==> config.mk <==
export PLATFORM = sky130hd
export DESIGN_NAME = io_mmio_ctrl_flat
export DESIGN_NICKNAME = d
export VERILOG_FILES = /design/src/rtl/io_mmio_pkg.sv /design/src/rtl/io_mmio_if.sv /design/src/rtl/io_rx_fifo.sv /design/src/rtl/io_mmio_ctrl.sv /design/src/flat_wrapper.sv
export SDC_FILE = /design/constraint.sdc
export NUM_CORES = 1
export LEC_CHECK = 0
export ABC_AREA = 1
export BUFFER_PORTS_ARGS = -buffer_cell sky130_fd_sc_hd__buf_2
export CAP_MARGIN = 30
export CORE_MARGIN = 8
export CORE_UTILIZATION = 44
export CTS_CLUSTER_SIZE = 16
export DETAILED_ROUTE_END_ITERATION = 12
export PLACE_DENSITY = 0.67
export RECOVER_POWER = 50
export SYNTH_ARGS = -nofsm -noshare
export SYNTH_HDL_FRONTEND = slang
export SYNTH_SLANG_ARGS = --single-unit
==> constraint.sdc <==
create_clock -name clk -period 2.66 [get_ports clk]
set_clock_uncertainty 0.1 [all_clocks]
set_input_delay 0.266 -clock clk [delete_from_list [all_inputs] [get_ports clk]]
set_output_delay 0.266 -clock clk [all_outputs]
set_load 0.01 [all_outputs]
==> src/rtl/io_mmio_pkg.sv <==
// Shared I/O window constants and STATUS layout for the MMIO controller and the datapath load mux.
package io_mmio_pkg;

   localparam int unsigned ADDR_W = 32;
   localparam int unsigned DATA_W = 32;
   localparam int unsigned BYTE_W = 8;
   localparam int unsigned OFF_W  = 28;

   localparam logic [3:0] IO_WINDOW = 4'h8;

   localparam logic [OFF_W-1:0] STATUS    = 28'h000_0000;
   localparam logic [OFF_W-1:0] RX_DATA   = 28'h000_0004;
   localparam logic [OFF_W-1:0] TX_DATA   = 28'h000_0008;
   localparam logic [OFF_W-1:0] CYCLE     = 28'h000_0010;
   localparam logic [OFF_W-1:0] CYCLE_CLR = 28'h000_0018;

   localparam int unsigned ST_TX_FREE = 0;
   localparam int unsigned ST_RX_NE   = 1;
   localparam int unsigned ST_OVR     = 2;

   // Field order matches the ST_* bit positions (LSB last).
   typedef struct packed {
      logic ovr;
      logic rx_ne;
      logic tx_free;
   } status_t;

   function automatic logic [DATA_W-1:0] status_word(input status_t s);
      return DATA_W'(s);
   endfunction

endpackage

==> src/rtl/io_mmio_if.sv <==
// Datapath data-port and UART handshake bundle seen by the MMIO controller.
interface io_mmio_if;
   import io_mmio_pkg::*;

   logic              stall;
   logic [ADDR_W-1:0] addr;
   logic [3:0]        we;
   logic              re;
   logic [DATA_W-1:0] din;
   logic [DATA_W-1:0] dout;
   logic              io_sel;
   logic [BYTE_W-1:0] uart_tx_data;
   logic              uart_tx_valid;
   logic              uart_tx_ready;
   logic [BYTE_W-1:0] uart_rx_data;
   logic              uart_rx_valid;
   logic              uart_rx_ready;

   modport slave (
      input  stall, addr, we, re, din, uart_tx_ready, uart_rx_data, uart_rx_valid,
      output dout, io_sel, uart_tx_data, uart_tx_valid, uart_rx_ready
   );

   modport master (
      output stall, addr, we, re, din, uart_tx_ready, uart_rx_data, uart_rx_valid,
      input  dout, io_sel, uart_tx_data, uart_tx_valid, uart_rx_ready
   );

endinterface

==> src/rtl/io_rx_fifo.sv <==
// Synchronous FIFO for received UART bytes; extra pointer MSB separates full from empty.
module io_rx_fifo #(
   parameter int unsigned DEPTH = 4,
   parameter int unsigned WIDTH = 8
) (
   input  logic             clk,
   input  logic             rst,
   input  logic             i_push,
   input  logic [WIDTH-1:0] i_din,
   input  logic             i_pop,
   output logic [WIDTH-1:0] o_head_c,
   output logic             o_full_c,
   output logic             o_empty_c
);

   localparam int unsigned AW = $clog2(DEPTH);
   localparam int unsigned PW = AW + 1;

   logic [WIDTH-1:0] r_mem [DEPTH];
   logic [PW-1:0]    r_wr;
   logic [PW-1:0]    r_rd;
   logic             w_do_push;
   logic             w_do_pop;

   assign o_empty_c = (r_wr == r_rd);
   assign o_full_c  = (r_wr[AW-1:0] == r_rd[AW-1:0]) && (r_wr[AW] != r_rd[AW]);
   assign o_head_c  = r_mem[r_rd[AW-1:0]];
   assign w_do_push = i_push & ~o_full_c;
   assign w_do_pop  = i_pop & ~o_empty_c;

   always_ff @(posedge clk or posedge rst) begin
      if (rst) begin
         r_wr <= '0;
         r_rd <= '0;
      end else begin
         if (w_do_push) r_wr <= r_wr + PW'(1);
         if (w_do_pop)  r_rd <= r_rd + PW'(1);
      end
   end

   // Storage needs no reset: contents are only visible through valid pointers.
   always_ff @(posedge clk) begin
      if (w_do_push) r_mem[r_wr[AW-1:0]] <= i_din;
   end

endmodule

==> src/rtl/io_mmio_ctrl.sv <==
// MMIO controller: decodes the 0x8xxxxxxx window, sequences UART TX/RX and keeps a cycle counter.
module io_mmio_ctrl
   import io_mmio_pkg::*;
#(
   parameter int unsigned RX_DEPTH = 4
) (
   input logic       clk,
   input logic       rst,
   io_mmio_if.slave  bus
);

   logic [OFF_W-1:0]  w_off;
   logic              w_live;
   logic              w_rd;
   logic              w_wr;
   logic              w_tx_wr;
   logic              w_tx_hs;
   logic              w_st_rd;
   logic              w_clr;
   logic              w_pop;
   logic              w_push;
   logic [BYTE_W-1:0] w_rx_head;
   logic              w_rx_full;
   logic              w_rx_empty;
   logic [DATA_W-1:0] w_cycle_nxt;
   logic [DATA_W-1:0] w_rdata;
   status_t           w_status;

   logic [DATA_W-1:0] r_dout;
   logic [BYTE_W-1:0] r_tx_data;
   logic              r_tx_full;
   logic              r_ovr;
   logic [DATA_W-1:0] r_cycle;

   assign w_off       = bus.addr[OFF_W-1:0];
   assign bus.io_sel  = (bus.addr[ADDR_W-1:OFF_W] == IO_WINDOW);
   assign w_live      = bus.io_sel & ~bus.stall & (bus.re | (|bus.we));
   assign w_rd        = w_live & bus.re;
   assign w_wr        = w_live & (|bus.we);
   assign w_tx_wr     = w_wr & bus.we[0] & (w_off == TX_DATA);
   assign w_clr       = w_wr & (w_off == CYCLE_CLR);
   assign w_st_rd     = w_rd & (w_off == STATUS);
   assign w_tx_hs     = r_tx_full & bus.uart_tx_ready;
   assign w_pop       = w_rd & (w_off == RX_DATA) & ~w_rx_empty;
   assign w_push      = bus.uart_rx_valid & ~w_rx_full;
   assign w_cycle_nxt = r_cycle + DATA_W'(1);

   assign bus.dout          = r_dout;
   assign bus.uart_tx_data  = r_tx_data;
   assign bus.uart_tx_valid = r_tx_full;
   assign bus.uart_rx_ready = ~w_rx_full;

   io_rx_fifo #(
      .DEPTH (RX_DEPTH),
      .WIDTH (BYTE_W)
   ) u_rx_fifo (
      .clk       (clk),
      .rst       (rst),
      .i_push    (w_push),
      .i_din     (bus.uart_rx_data),
      .i_pop     (w_pop),
      .o_head_c  (w_rx_head),
      .o_full_c  (w_rx_full),
      .o_empty_c (w_rx_empty)
   );

   // Read mux; STATUS shows pre-edge state, CYCLE shows the count the sampling edge produces.
   always_comb begin
      w_rdata  = '0;
      w_status = '{ovr: r_ovr, rx_ne: ~w_rx_empty, tx_free: ~r_tx_full};
      case (w_off)
         STATUS:  w_rdata = status_word(w_status);
         RX_DATA: w_rdata = w_rx_empty ? '0 : DATA_W'(w_rx_head);
         CYCLE:   w_rdata = w_cycle_nxt;
         default: w_rdata = '0;
      endcase
   end

   always_ff @(posedge clk or posedge rst) begin
      if (rst) begin
         r_dout <= '0;
      end else if (bus.re && !bus.stall) begin
         r_dout <= bus.io_sel ? w_rdata : '0;
      end
   end

   // A write landing on a handshake edge refills the holding register; otherwise a full one overruns.
   always_ff @(posedge clk or posedge rst) begin
      if (rst) begin
         r_tx_data <= '0;
         r_tx_full <= 1'b0;
         r_ovr     <= 1'b0;
      end else begin
         if (w_tx_wr && (!r_tx_full || w_tx_hs)) begin
            r_tx_data <= bus.din[BYTE_W-1:0];
            r_tx_full <= 1'b1;
         end else if (w_tx_hs) begin
            r_tx_full <= 1'b0;
         end
         if (w_tx_wr && r_tx_full && !w_tx_hs) r_ovr <= 1'b1;
         else if (w_st_rd)                     r_ovr <= 1'b0;
      end
   end

   always_ff @(posedge clk or posedge rst) begin
      if (rst)        r_cycle <= '0;
      else if (w_clr) r_cycle <= '0;
      else            r_cycle <= w_cycle_nxt;
   end

endmodule

==> src/flat_wrapper.sv <==
// flat-port wrapper written by rule: the top's interface ports become plain ports
module io_mmio_ctrl_flat import io_mmio_pkg::*;
#(
   parameter int unsigned RX_DEPTH = 4
)
  (clk, rst, bus_stall, bus_addr, bus_we, bus_re, bus_din, bus_uart_tx_ready, bus_uart_rx_data, bus_uart_rx_valid, bus_dout, bus_io_sel, bus_uart_tx_data, bus_uart_tx_valid, bus_uart_rx_ready);
  io_mmio_if bus_i ();
  input logic clk;
  input logic rst;
  input wire logic [$bits(bus_i.stall)-1:0] bus_stall;
  input wire logic [$bits(bus_i.addr)-1:0] bus_addr;
  input wire logic [$bits(bus_i.we)-1:0] bus_we;
  input wire logic [$bits(bus_i.re)-1:0] bus_re;
  input wire logic [$bits(bus_i.din)-1:0] bus_din;
  input wire logic [$bits(bus_i.uart_tx_ready)-1:0] bus_uart_tx_ready;
  input wire logic [$bits(bus_i.uart_rx_data)-1:0] bus_uart_rx_data;
  input wire logic [$bits(bus_i.uart_rx_valid)-1:0] bus_uart_rx_valid;
  output wire logic [$bits(bus_i.dout)-1:0] bus_dout;
  output wire logic [$bits(bus_i.io_sel)-1:0] bus_io_sel;
  output wire logic [$bits(bus_i.uart_tx_data)-1:0] bus_uart_tx_data;
  output wire logic [$bits(bus_i.uart_tx_valid)-1:0] bus_uart_tx_valid;
  output wire logic [$bits(bus_i.uart_rx_ready)-1:0] bus_uart_rx_ready;
  assign bus_i.stall = bus_stall;
  assign bus_i.addr = bus_addr;
  assign bus_i.we = bus_we;
  assign bus_i.re = bus_re;
  assign bus_i.din = bus_din;
  assign bus_i.uart_tx_ready = bus_uart_tx_ready;
  assign bus_i.uart_rx_data = bus_uart_rx_data;
  assign bus_i.uart_rx_valid = bus_uart_rx_valid;
  assign bus_dout = bus_i.dout;
  assign bus_io_sel = bus_i.io_sel;
  assign bus_uart_tx_data = bus_i.uart_tx_data;
  assign bus_uart_tx_valid = bus_i.uart_tx_valid;
  assign bus_uart_rx_ready = bus_i.uart_rx_ready;
  io_mmio_ctrl #(.RX_DEPTH(RX_DEPTH)) u_core (.clk(clk), .rst(rst), .bus(bus_i));
endmodule
# Yosys cells after proc, flatten, opt, wreduce, memory -nomap -nowiden
# Memory sizes are Yosys's and may differ from the RTL's.
# Cells that the tools add are included.
# word_totals
regBits	80
ram_bits	32
input_bits	82
elab_cells	61
memories	1
# memory_table
memory	depth	width	read_ports	rd_clocked_by_memory_dff	write_ports	line_no	rtl
u_core.u_rx_fifo.r_mem	4	8	1	0	1	io_rx_fifo.sv:19	logic [WIDTH-1:0] r_mem [DEPTH];
# op_classes
addsub	3
eq_ne	8
n_mux	10
bitwise_logic	19
n_reduce_logical	13
# op_table
op	n
case mux 32 bit (3 select lines)	1
2-to-1 mux 32 bit	2
equality test 28 x 5 -> 1 bit, second input constant	2
adder 32 x 1 -> 32 bit, second input constant	1
equality test 28 x 3 -> 1 bit, second input constant	1
equality test 28 x 4 -> 1 bit, second input constant	1
logical NOT 28 bit	1
bitwise AND 1 bit	14
2-to-1 mux 8 bit	1
adder 3 x 1 -> 3 bit, second input constant	2
2-to-1 mux 1 bit	6
logical AND 1 bit	5
equality test 4 bit, second input constant	1
inverter 1 bit	4
nonzero test 2 bit	2
OR reduction 4 bit	1
equality test 3 bit	1
logical NOT 1 bit	3
equality test 2 bit	1
logical OR 1 bit	1
inequality test 1 bit	1
OR 1 bit	1

# Depth between registers and ports, before layout
# Gate-level depths: netlist of run 1.
# logic_depth
word_depth	9
depth_mapped	12

# Hierarchy
# Synthesis of run 1 repeated with hierarchy kept, for this count alone.
# hier_totals
cells_unflattened	665
hier_area_um2	5595.4
# modules_own_cells
mod	instances	cells_each	area_each_um2	seq_area_each_um2
io_mmio_ctrl	1	524	3950.0	1851.8
io_rx_fifo	1	141	1645.3	1111.1

# Least setup slack after synthesis of run 1
# OpenSTA, ideal clock, no wires.
# synth_timing
path_type	register -> register
startpoint	register u_core.u_rx_fifo.r_rd[0]
endpoint	memory u_core.u_rx_fifo.r_mem[0][0] (enable)
setup_time_ns	0.371
arrival_time_ns	1.348
required_time_ns	2.189
path_slack_ns	0.841
path_stages_with_launch	8
path_cell_list	dfrtp_1 buf_4 inv_2 nand2_1 nand2_1 nand4_1 nand2_2 nor2_1
# synth_between
elab_chain_len	7
# synth_rtl
item	line_no	rtl
from (decl)	io_rx_fifo.sv:21	logic [PW-1:0] r_rd;
from (signal assigned)	io_rx_fifo.sv:37	if (w_do_pop) r_rd <= r_rd + PW'(1);
equality test 2 bit *	io_rx_fifo.sv:26	assign o_full_c = (r_wr[AW-1:0] == r_rd[AW-1:0]) && (r_wr[AW] != r_rd[AW]);
logical AND 1 bit *	io_rx_fifo.sv:26	
inverter 1 bit *	-	
via bus_uart_rx_ready	flat_wrapper.sv:22	output wire logic [$bits(bus_i.uart_rx_ready)-1:0] bus_uart_rx_ready;
bitwise AND 1 bit	io_mmio_ctrl.sv:45	assign w_push = bus.uart_rx_valid & ~w_rx_full;
bitwise AND 1 bit *	io_rx_fifo.sv:28	assign w_do_push = i_push & ~o_full_c;
2-to-1 mux 1 bit *	io_rx_fifo.sv:43	if (w_do_push) r_mem[r_wr[AW-1:0]] <= i_din;
2-to-1 mux 1 bit (not written as such) *	io_rx_fifo.sv:43	
to (decl)	io_rx_fifo.sv:19	
# The timed path passes the listed nets; every way through them passes the cells marked *.

# Worst setup path in the final report of run 1
# layout_timing
startpoint	register u_core.u_rx_fifo.r_rd[1]
endpoint	output port bus_uart_rx_ready
# layout_between
elab_chain_len	3
# layout_rtl
item	line_no	rtl
equality test 2 bit	io_rx_fifo.sv:26	
logical AND 1 bit	io_rx_fifo.sv:26	
inverter 1 bit	io_mmio_ctrl.sv:51	assign bus.uart_rx_ready = ~w_rx_full;
to (decl)	flat_wrapper.sv:22	
# Every way passes these cells.

==> results of run 1 <==
worst paths after layout:
path / startpoint / endpoint / slack (ns)
worst max-delay path: u_core.u_rx_fifo.r_rd[1] / bus_uart_rx_ready / 0.76
worst min-delay path: bus_uart_rx_data[1] / u_core.u_rx_fifo.r_mem[3][1] / 0.05
worst max register to register: u_core.u_rx_fifo.r_rd[1] / u_core.u_rx_fifo.r_mem[3][5] / 0.81
worst min register to register: u_core.bus.uart_tx_data[6] / u_core.bus.uart_tx_data[6] / 0.37
max in group asynchronous: rst / u_core.r_cycle[19] / 1.06
min in group asynchronous: rst / u_core.bus.dout[16] / 0.73
flip-flops by register name (all words and copies together) (netlist names):
| register | count |
|---|---|
| u_core.bus.dout | 32 |
| u_core.r_cycle | 32 |
| u_core.u_rx_fifo.r_mem | 32 |
| u_core.bus.uart_tx_data | 8 |
| u_core.u_rx_fifo.r_rd | 3 |
| u_core.u_rx_fifo.r_wr | 3 |
| u_core.bus.uart_tx_valid | 1 |
| u_core.r_ovr | 1 |
logic make-up (layout without fill, tap and decap cells):
family	Yosys count	after routing
AO/OA/AOI/OAI	33	33
flip-flops	112	112
AND/OR/NAND/NOR	445	445
adder cells (fa/ha/maj)	6	6
XOR/XNOR	17	17
buffers and inverters	117	228
area by class of cell:
type                       count  area share
sequential                   112       0.434
multi-input combinational    501       0.354
timing repair buffer         108      0.0775
inverter                     104      0.0583
clock buffer                   9      0.0330
tap                          176      0.0322
clock inverter                 7      0.0115
report_power, final:
group / internal (mW) / leakage [nW] / switching, mW
Clock: 0.676 / 0.151 / 0.693
Sequential: 1.90 / 1.36 / 0.0417
Combinational: 0.139 / 1.90 / 0.272
repair_timing:
action	4_1_cts	5_1_grt
endpoints found under the hold margin	80	0
gates resized for setup	0	0
hold buffers	1	0
through the flow:
step                setup slack (ns)  power [mW]  hold slack, ns
global placement               0.782        2.39           0.290
global route                   0.609        3.90          0.0547
CTS                            0.727        3.77        0.000585
finish                         0.759        3.72          0.0537
floorplan                      0.242        2.23           0.265
detailed placement             0.765        2.40           0.298
critical path, cell delays in order (launching register included):
cell and delay (ns):
sky130_fd_sc_hd__dfrtp_1 0.38, sky130_fd_sc_hd__inv_1 0.29, sky130_fd_sc_hd__nand2_1 0.09, sky130_fd_sc_hd__nand2_1 0.10, sky130_fd_sc_hd__nand4_1 0.13, sky130_fd_sc_hd__buf_2 0.18
layout by cell type, fill, tap and decap left out, drive strengths merged:
cell           n
xnor2          2
buf           79
nand2        260
dlygate4sd3    1
nand3b         8
clkinv         4
o22ai          2
xor2          15
o21ai         29
ha             6
clkinvlp       1
nor2         115
and2           1
or2            1
edfxtp        32
inv          106
dfrtp         80
nand2b         1
nand4         12
nand3         38
a21oi          2
clkbuf        37
nor3           9
per-layer routing:
metal	vias to the layer above	track usage	routed length [um]
li1	2473	-	-
met2	79	0.260	6330
met1	2150	0.193	6100
met4	0	0.0498	171
met3	11	0.0354	510
met5	-	0	0
==> results.yml, run 1 <==
synthesis:
  synth-seq-cells: 112
  synth_compound_area_frac: 0.0343
  synth_top_family_by_area: "simple AND/OR/NAND/NOR gates"
  yosys.area_share.adder: 0.0128
  synth_cells: 730
  synth-xor-area-share: 0.0254
  synth.area.top_cells: "sky130_fd_sc_hd__dfrtp_1 34%, sky130_fd_sc_hd__edfxtp_1 16%, sky130_fd_sc_hd__nand2_1 16%"
  yosys-top-cells-count: "250 x sky130_fd_sc_hd__nand2_1, 97 x sky130_fd_sc_hd__inv_1, 87 x sky130_fd_sc_hd__nor2_1"
  synth_top_cell_area_share: 0.341
  synth_area_leader_cell: "sky130_fd_sc_hd__dfrtp_1"
  ys.flop_type: "sky130_fd_sc_hd__dfrtp_1"
  syn-cell-area_um2: 5870
  ys_async_sr_fraction: 0.714
  ys.warnings.count: 0
  synth_enable_flop_cells: 32
  mux_contribution_to_synthesized_area: 0
  synthSimpleGateAreaFrac: 0.340
  yosysMostFrequentCell: "sky130_fd_sc_hd__nand2_1"
  syn-mean-instance-area_um2: 8.04
  netlist-cell-type-count: 35
  ys_seq_area_frac: 0.505
  synth_nets: 818
run:
  drv.max_cap_violation_count: 0
placement:
  place.detailed.hpwl_mm: 9.84
  placement.io_buffers: 100
  placed_cells: 1000
  gpl_wtd_cong: 0.898
  place_area_um2: 6570
cells_and_area:
  layoutNonFillerInstCount: 1017
  fill_cell_count: 1332
  postLayoutCoreUtil: 0.520
  num-nets-final: 924
  multi_input_gate_area_um2: 2410
  fraction_of_final_layout_cells_with_drive_strength_greater_than_1: 0.188
  sequential_cell_area_um2: 2960
  synthToLayoutAreaGrowth_pct: 16.3
  post-route-cell-area_um2: 6830
  num_antenna_cells: 0
cts:
  buffer_cell_driving_the_clock_tree_root: "sky130_fd_sc_hd__clkbuf_16"
  cts_max_level: 3
  cts.sinks: 112
  clock_path_buffers: 2
  clk_pin_slew_ns: 0.08
  clock_tree_from_tritoncts: "yes"
  worstSkewPairLatency_ns: 0.36
  post-cts-setup-buffer-count: 0
  cts-buffers-inserted: 9
die:
  ioPinCount: 125
  start_util: 0.447
  die_height_um: 132
  die_width_um: 132
  core_area_um2: 13100
  placement_rows: 42
  fp.dieArea_um2: 17300
grt:
  grt-ovfl-total: 0
  largest_net_degree_at_the_start_of_global_routing: 81
  groute.usage.overall: 0.155
  first_global_vias: 4637
  grt_pass1_wl_mm: 22.1
  number_of_antenna_violations_at_the_first_check_in_global_routing: 0
sta:
  timing.final.crit_share: 0.715
  fin_setup_tns_ns: 0
  final_hold_viol_count: 0
  slew_viol_final: 0
  max_slew_margin: 0.291
  final.min_clock_period_ns: 1.90
  max_freq_mhz: 526
  setup_viol: 0
  worst_pin_slew_ns: 1.06
  setup_repair_after_global_routing_missed_its_margin: "no"
critical_path:
  r2r_cells: 6
  worst-path-max-fanout: 11
  setup.worst_path.class: "reg2out"
  critPathLaunchType: "register"
  worstPathRequired_ns: 2.29
  timing.critical_path.to_type: "output port"
  worstPathArrival_ns: 1.53
routing:
  count_of_antenna_violating_nets_left_after_detailed_routing: 0
  avgRoutedWirePerCell_um: 12.9
  dr.pass1.iters: 5
  residual_drc: 0
  avgViaCountPerCell: 4.63
  routed-via-count: 4713
  postRouteWirelength_mm: 13.1
  initialDrtViolationCount: 285
power:
  worst_ir_drop_vdd_mv: 0.570
  total_leakage_power_nw: 3.42
  power.density_nw_per_um2: 545
status:
  status: "finished clean"
worst_hold_path:
  number_of_stages_on_the_worst_hold_path: 1
  hp-class: "in2reg"
(Power assumes the default switching activity.)
==> run 2: changes to the inputs <==
PLACE_DENSITY = 0.69   (was 0.67)
clock period = 1.65 ns   (was 2.66 ns; I/O delays follow)
==> run 2 against run 1 <==
Compared with the run above:
- the run now ends with setup timing left
- largest cell class unchanged
- highest routed layer unchanged
- largest power group unchanged
- critical path type is now reg2reg
- die area unchanged
- register-to-register slack got worse by 0.82 ns
- sequential share of layout area decreased by 4.0 points
- count of clock-buffer cells in the layout did not move
- final cell count increased by 5.5%
==> results.yml, run 2 (synthesized netlist as in run 1, its figures left out) <==
die:
  core_area_um2: 13100
  fp.dieArea_um2: 17300
  die_width_um: 132
  placement_rows: 42
  start_util: 0.447
  ioPinCount: 125
  die_height_um: 132
placement:
  placement.io_buffers: 100
  gpl_wtd_cong: 0.862
  placed_cells: 1033
  place.detailed.hpwl_mm: 10.6
worst_hold_path:
  number_of_stages_on_the_worst_hold_path: 5
  hold_start: "bus_re"
  hp-class: "in2reg"
  hold_end: "u_core.bus.dout[4]"
power:
  total_leakage_power_nw: 3.81
  worst_ir_drop_vdd_mv: 0.658
  totalPowerFinal_mw: 6.41
  power.density_nw_per_um2: 851
critical_path:
  rr_startpoint: "u_core.r_cycle[1]"
  worstPathRequired_ns: 1.80
  reg2reg_to: "u_core.bus.dout[19]"
  reg2reg_setup_slack_ns: -0.01
  setup.worst_path.class: "reg2reg"
  critical_path.startpoint: "u_core.r_cycle[1]"
  worstPathArrival_ns: 1.81
  r2r_cells: 9
  worst-path-max-fanout: 5
  timing.critical_path.to_type: "register"
  critPathLaunchType: "register"
sta:
  worst_pin_slew_ns: 0.628
  slew_viol_final: 0
  timing.final.crit_share: 1.01
  max_slew_margin: 0.579
  worst_slack_ns: -0.0126
  timing.hold.ws_ns: 0.0768
  final_hold_viol_count: 0
  max_freq_mhz: 601
  setup_repair_after_global_routing_missed_its_margin: "yes"
  fin_setup_tns_ns: -0.0498
  setup_viol: 5
  final.min_clock_period_ns: 1.66
cts:
  clk_pin_slew_ns: 0.07
  clock_path_buffers: 2
  cts.sinks: 112
  worstSkewPairLatency_ns: 0.36
  cts-buffers-inserted: 9
  clock_tree_from_tritoncts: "yes"
  buffer_cell_driving_the_clock_tree_root: "sky130_fd_sc_hd__clkbuf_16"
  cts_max_level: 3
routing:
  initialDrtViolationCount: 316
  residual_drc: 0
  dr.pass1.iters: 4
  met3_wirelength_um: 811
  dr_wl_met2_mm: 6.86
  avgViaCountPerCell: 4.58
  routed-via-count: 4911
  postRouteWirelength_mm: 14.0
  detail_route.wirelength.met1_mm: 6.14
  count_of_antenna_violating_nets_left_after_detailed_routing: 0
  maxUsedRoutingLayer: "met4"
  avgRoutedWirePerCell_um: 13.0
grt:
  grt_pass1_wl_mm: 23.3
  largest_net_degree_at_the_start_of_global_routing: 33
  groute.usage.overall: 0.165
  first_global_vias: 4935
  number_of_antenna_violations_at_the_first_check_in_global_routing: 0
  grt-ovfl-total: 0
cells_and_area:
  synthToLayoutAreaGrowth_pct: 28.3
  layoutNonFillerInstCount: 1073
  mostFrequentLayoutCells: "244 x sky130_fd_sc_hd__nand2_1, 95 x sky130_fd_sc_hd__inv_1, 92 x sky130_fd_sc_hd__buf_2"
  num-nets-final: 980
  final_common_cell: "sky130_fd_sc_hd__nand2_1"
  num_antenna_cells: 0
  fraction_of_final_layout_cells_with_drive_strength_greater_than_1: 0.274
  postLayoutCoreUtil: 0.574
status:
  status: "complete, but fails checks"
  failed_checks: "setup timing"
run:
  drv.max_cap_violation_count: 0
-- run 2: worst max-delay path, cell delays in order, from the launching register on --
cell	delay, ns
sky130_fd_sc_hd__dfrtp_1	0.36
sky130_fd_sc_hd__buf_4	0.11
sky130_fd_sc_hd__buf_6	0.09
sky130_fd_sc_hd__nand2_2	0.06
sky130_fd_sc_hd__nor2_4	0.18
sky130_fd_sc_hd__nand2_4	0.10
sky130_fd_sc_hd__nor2_4	0.17
sky130_fd_sc_hd__nand2_1	0.11
sky130_fd_sc_hd__xor2_2	0.21
sky130_fd_sc_hd__o21ai_2	0.06
-- run 2: final cells by class --
type	count	area (um^2)
inverter	104	398
sequential	112	2960
fill	1244	5600
clock inverter	7	92.6
multi-input combinational	501	2580
clock buffer	9	225
tap	176	220
timing repair buffer	164	1050
-- run 2: what timing repair did --
action,in CTS,in global routing
resized for setup,2,47
setup endpoints to repair,9,79
hold buffers,17,0
hold endpoints to repair,81,0
pin swaps,2,18
setup buffers,4,4
-- run 2: metrics by stage --
stage	worst slack (ns)	area, um^2
final	-0.0126	7530
after global routing	-0.150	7530
after CTS	-0.0127	7340
after detailed placement	-0.0140	6830
after global placement	0.00192	6830
after floorplan	-0.169	5870
-- run 2: worst max path at each step --
stage                                   endpoint  slack (ns)  cells past startpoint
floorplan           u_core.u_rx_fifo.r_mem[0][0]       -0.17                      7
global placement             u_core.bus.dout[24]       0.002                     11
detailed placement           u_core.bus.dout[24]       -0.01                     11
CTS                          u_core.bus.dout[24]       -0.01                     11
global route                 u_core.bus.dout[20]       -0.15                     13
finish                       u_core.bus.dout[19]       -0.01                      9
-- run 2: layer usage --
metal / GRT usage / vias to the layer above
li1: - / 2570
met1: 0.190 / 2217
met2: 0.280 / 114
met3: 0.0549 / 10
met4: 0.0562 / 0
met5: 0 / -
-- run 2: power breakdown --
part	internal (mW)	switching [mW]	leakage [nW]
registers	3.06	0.0583	1.36
clock network	1.23	1.08	0.157
logic	0.424	0.560	2.29
==> run 3: changes to the inputs <==
ABC_AREA = default   (was 1)
PLACE_DENSITY = 0.71   (was 0.69)
==> run 3 against run 2 <==
Compared with the run above:
- sequential power hardly changed
- flip-flop and latch count is the same
- final cell count fell by 31%
- combinational power is 12% lower
- hold slack worse by 0.045 ns
- die area is 14% lower
- power fell by 13%
- highest routed layer unchanged
- critical path type unchanged
- the run still ends with setup timing left
- core utilization rose by 7.6 points
- largest power group unchanged
- sequential share of layout area is 2.6 points higher
- synthesized cell count is 45% lower
- global-route usage barely moved
- count of clock-buffer cells in the layout is 2 higher
==> results.yml, run 3 <==
status:
  status: "complete, but fails checks"
  failed_checks: "setup timing"
sta:
  slew_viol_final: 0
  max_slew_margin: 0.611
  worst_slack_ns: -0.125
  worst_pin_slew_ns: 0.580
  fin_setup_tns_ns: -1.73
  final_hold_viol_count: 0
  final.min_clock_period_ns: 1.77
  timing.final.crit_share: 1.08
  timing.hold.ws_ns: 0.0320
  setup_repair_after_global_routing_missed_its_margin: "yes"
  max_freq_mhz: 563
  setup_viol: 33
cells_and_area:
  num_antenna_cells: 0
  mostFrequentLayoutCells: "91 x sky130_fd_sc_hd__buf_2, 79 x sky130_fd_sc_hd__dfrtp_1, 59 x sky130_fd_sc_hd__buf_4"
  num-nets-final: 681
  synthToLayoutAreaGrowth_pct: 43.7
  fraction_of_final_layout_cells_with_drive_strength_greater_than_1: 0.472
  final_common_cell: "sky130_fd_sc_hd__buf_2"
placement:
  place.detailed.hpwl_mm: 8.63
  placement.io_buffers: 100
  preCtsSetupSlack_ns: -0.405
  gpl_wtd_cong: 0.829
critical_path:
  rr_startpoint: "u_core.r_cycle[18]"
  maximum_single_stage_delay_on_the_critical_path_ns: 0.44
  worst-path-max-fanout: 8
  critical_path.startpoint: "u_core.r_cycle[18]"
  worst_setup_path_endpoint: "u_core.bus.dout[29]"
  worstPathArrival_ns: 1.94
  setup.worst_path.class: "reg2reg"
  r2r_cells: 5
  timing.critical_path.to_type: "register"
  worstPathRequired_ns: 1.81
  reg2reg_setup_slack_ns: -0.12
  cp_slowest_cell: "sky130_fd_sc_hd__dfrtp_1"
  critPathLaunchType: "register"
  reg2reg_to: "u_core.bus.dout[29]"
  crit_chain: "and4_2, and3_4, nand4_1, xor2_2, o21ai_1"
worst_hold_path:
  hp-class: "in2reg"
  number_of_stages_on_the_worst_hold_path: 3
power:
  total_switching_power_mw: 1.43
  internal_power_mw: 4.15
  power.density_nw_per_um2: 789
  comb_power_share: 0.155
  swShare: 0.256
  sequentialPowerShare: 0.563
  worst_ir_drop_vdd_mv: 0.769
  total_leakage_power_nw: 3.03
  share_clk_of_total_power: 0.283
die:
  ioPinCount: 125
  core_area_um2: 10900
  die_height_um: 122
  placement_rows: 38
  die_width_um: 122
  fp.dieArea_um2: 14800
  start_util: 0.452
grt:
  first_global_vias: 4091
  groute.usage.overall: 0.165
  grt_pass1_wl_mm: 19.5
  number_of_antenna_violations_at_the_first_check_in_global_routing: 0
  grt-ovfl-total: 0
  largest_net_degree_at_the_start_of_global_routing: 38
synthesis:
  ys.warnings.count: 0
  synth_top_cell_area_share: 0.407
  synth-seq-cells: 112
  ys_async_sr_fraction: 0.714
  netlist-cell-type-count: 44
  yosys-top-cells-count: "80 x sky130_fd_sc_hd__dfrtp_1, 45 x sky130_fd_sc_hd__nand2_1, 37 x sky130_fd_sc_hd__nor2_1"
  synth_cells: 405
  ys.flop_type: "sky130_fd_sc_hd__dfrtp_1"
  synth_nets: 493
  synth.area.top_cells: "sky130_fd_sc_hd__dfrtp_1 41%, sky130_fd_sc_hd__edfxtp_1 20%, sky130_fd_sc_hd__xor2_1 4.8%"
  syn-cell-area_um2: 4920
  yosysMostFrequentCell: "sky130_fd_sc_hd__dfrtp_1"
  syn-mean-instance-area_um2: 12.1
  synth_area_leader_cell: "sky130_fd_sc_hd__dfrtp_1"
  synth_enable_flop_cells: 32
  ys_seq_area_frac: 0.603
routing:
  avgRoutedWirePerCell_um: 16.6
  residual_drc: 0
  routed-via-count: 3860
  avgViaCountPerCell: 5.23
  count_of_antenna_violating_nets_left_after_detailed_routing: 0
  initialDrtViolationCount: 243
  postRouteWirelength_mm: 12.2
  dr.pass1.iters: 4
cts:
  clock_path_buffers: 2
  cts_max_level: 3
  worstSkewPairLatency_ns: 0.37
  cts.sinks: 112
  clk_pin_slew_ns: 0.11
  clock_tree_from_tritoncts: "yes"
  cts-buffers-inserted: 9
  buffer_cell_driving_the_clock_tree_root: "sky130_fd_sc_hd__clkbuf_8"
run:
  drv.max_cap_violation_count: 0
[run 3: changes by cell type after synthesis, moves of 9 or more]
cell	before	now
sky130_fd_sc_hd__and3_1	0	11
sky130_fd_sc_hd__inv_1	97	6
sky130_fd_sc_hd__mux2_2	0	9
sky130_fd_sc_hd__nand2_1	250	45
sky130_fd_sc_hd__nand3_1	32	14
sky130_fd_sc_hd__nor2_1	87	37
sky130_fd_sc_hd__nor2_2	20	0
sky130_fd_sc_hd__o21ai_0	14	26
sky130_fd_sc_hd__o21ai_2	9	0
sky130_fd_sc_hd__xor2_1	15	27
[run 3: final cells by class]
type / instances / area (um^2)
flip-flops and latches: 112 / 2960
clock inverters: 5 / 37.5
well taps: 140 / 175
fillers: 817 / 3820
clock buffers: 11 / 153
repair buffers: 192 / 1310
multi-input cells: 272 / 2400
inverters: 6 / 23.8
[run 3: kinds of logic after synthesis]
family,Yosys count,share of synthesized area
and+or+nand+nor,165,0.179
DFF,112,0.603
AOI/OAI and AO/OA,45,0.0542
xor gates and xnor gates,37,0.0659
buffers and inverters,22,0.0232
muxes,18,0.0595
adders and majority gates,6,0.0153
[run 3: power groups by stage]
stage          registers (mW)  logic [mW]  clock network (mW)
2_1_floorplan            3.18       0.365                   0
6_report                 3.14       0.862                1.58
4_1_cts                  3.13       0.823                1.60
3_5_place_dp             3.19       0.718                   0
5_1_grt                  3.15       0.938                1.70
3_3_place_gp             3.18       0.679                   0
[run 3: worst min-delay path by stage]
stage | from | end | slack [ns]
finish | bus_uart_tx_ready | u_core.r_ovr | 0.03
global route | bus_uart_tx_ready | u_core.r_ovr | 0.04
CTS | bus_uart_tx_ready | u_core.r_ovr | 0.02
detailed placement | rst | u_core.bus.dout[30] | 0.06
global placement | rst | u_core.bus.dout[30] | 0.06
floorplan | bus_uart_rx_data[0] | u_core.u_rx_fifo.r_mem[0][0] | 0.16
[run 3: metal layers]
metal,global-route usage,vias to the layer above,routed length [um]
li1,-,1813,-
met1,0.183,1940,4660
met2,0.305,92,6760
met3,0.0421,15,610
met4,0.0478,0,189
met5,0,-,0
[run 3: repair_timing]
item,4_1_cts,5_1_grt
buffers inserted,6,7
endpoints found under the hold margin,120,0
gates resized for setup,74,22
hold buffers,17,0
setup endpoints to repair,75,102
pin swaps,62,33
cloned,1,1
[run 3: stage by stage]
| step | cells | power [mW] | util | instance area, um^2 |
|---|---|---|---|---|
| global placement | 693 | 3.86 | 0.568 | 6190 |
| global route | 738 | 5.79 | 0.649 | 7070 |
| floorplan | 405 | 3.55 | - | 5110 |
| detailed placement | 693 | 3.91 | 0.568 | 6190 |
| CTS | 733 | 5.55 | 0.640 | 6970 |
| finish | 738 | 5.58 | 0.649 | 7070 |
[run 3: worst max-delay path: cells and delay by family, from the launching register on]
kind                      cells  cell delay [ns]
AOI/OAI and AO/OA             1             0.09
and+or+nand+nor               3             0.78
xor gates and xnor gates      1             0.23
DFF                           1             0.44
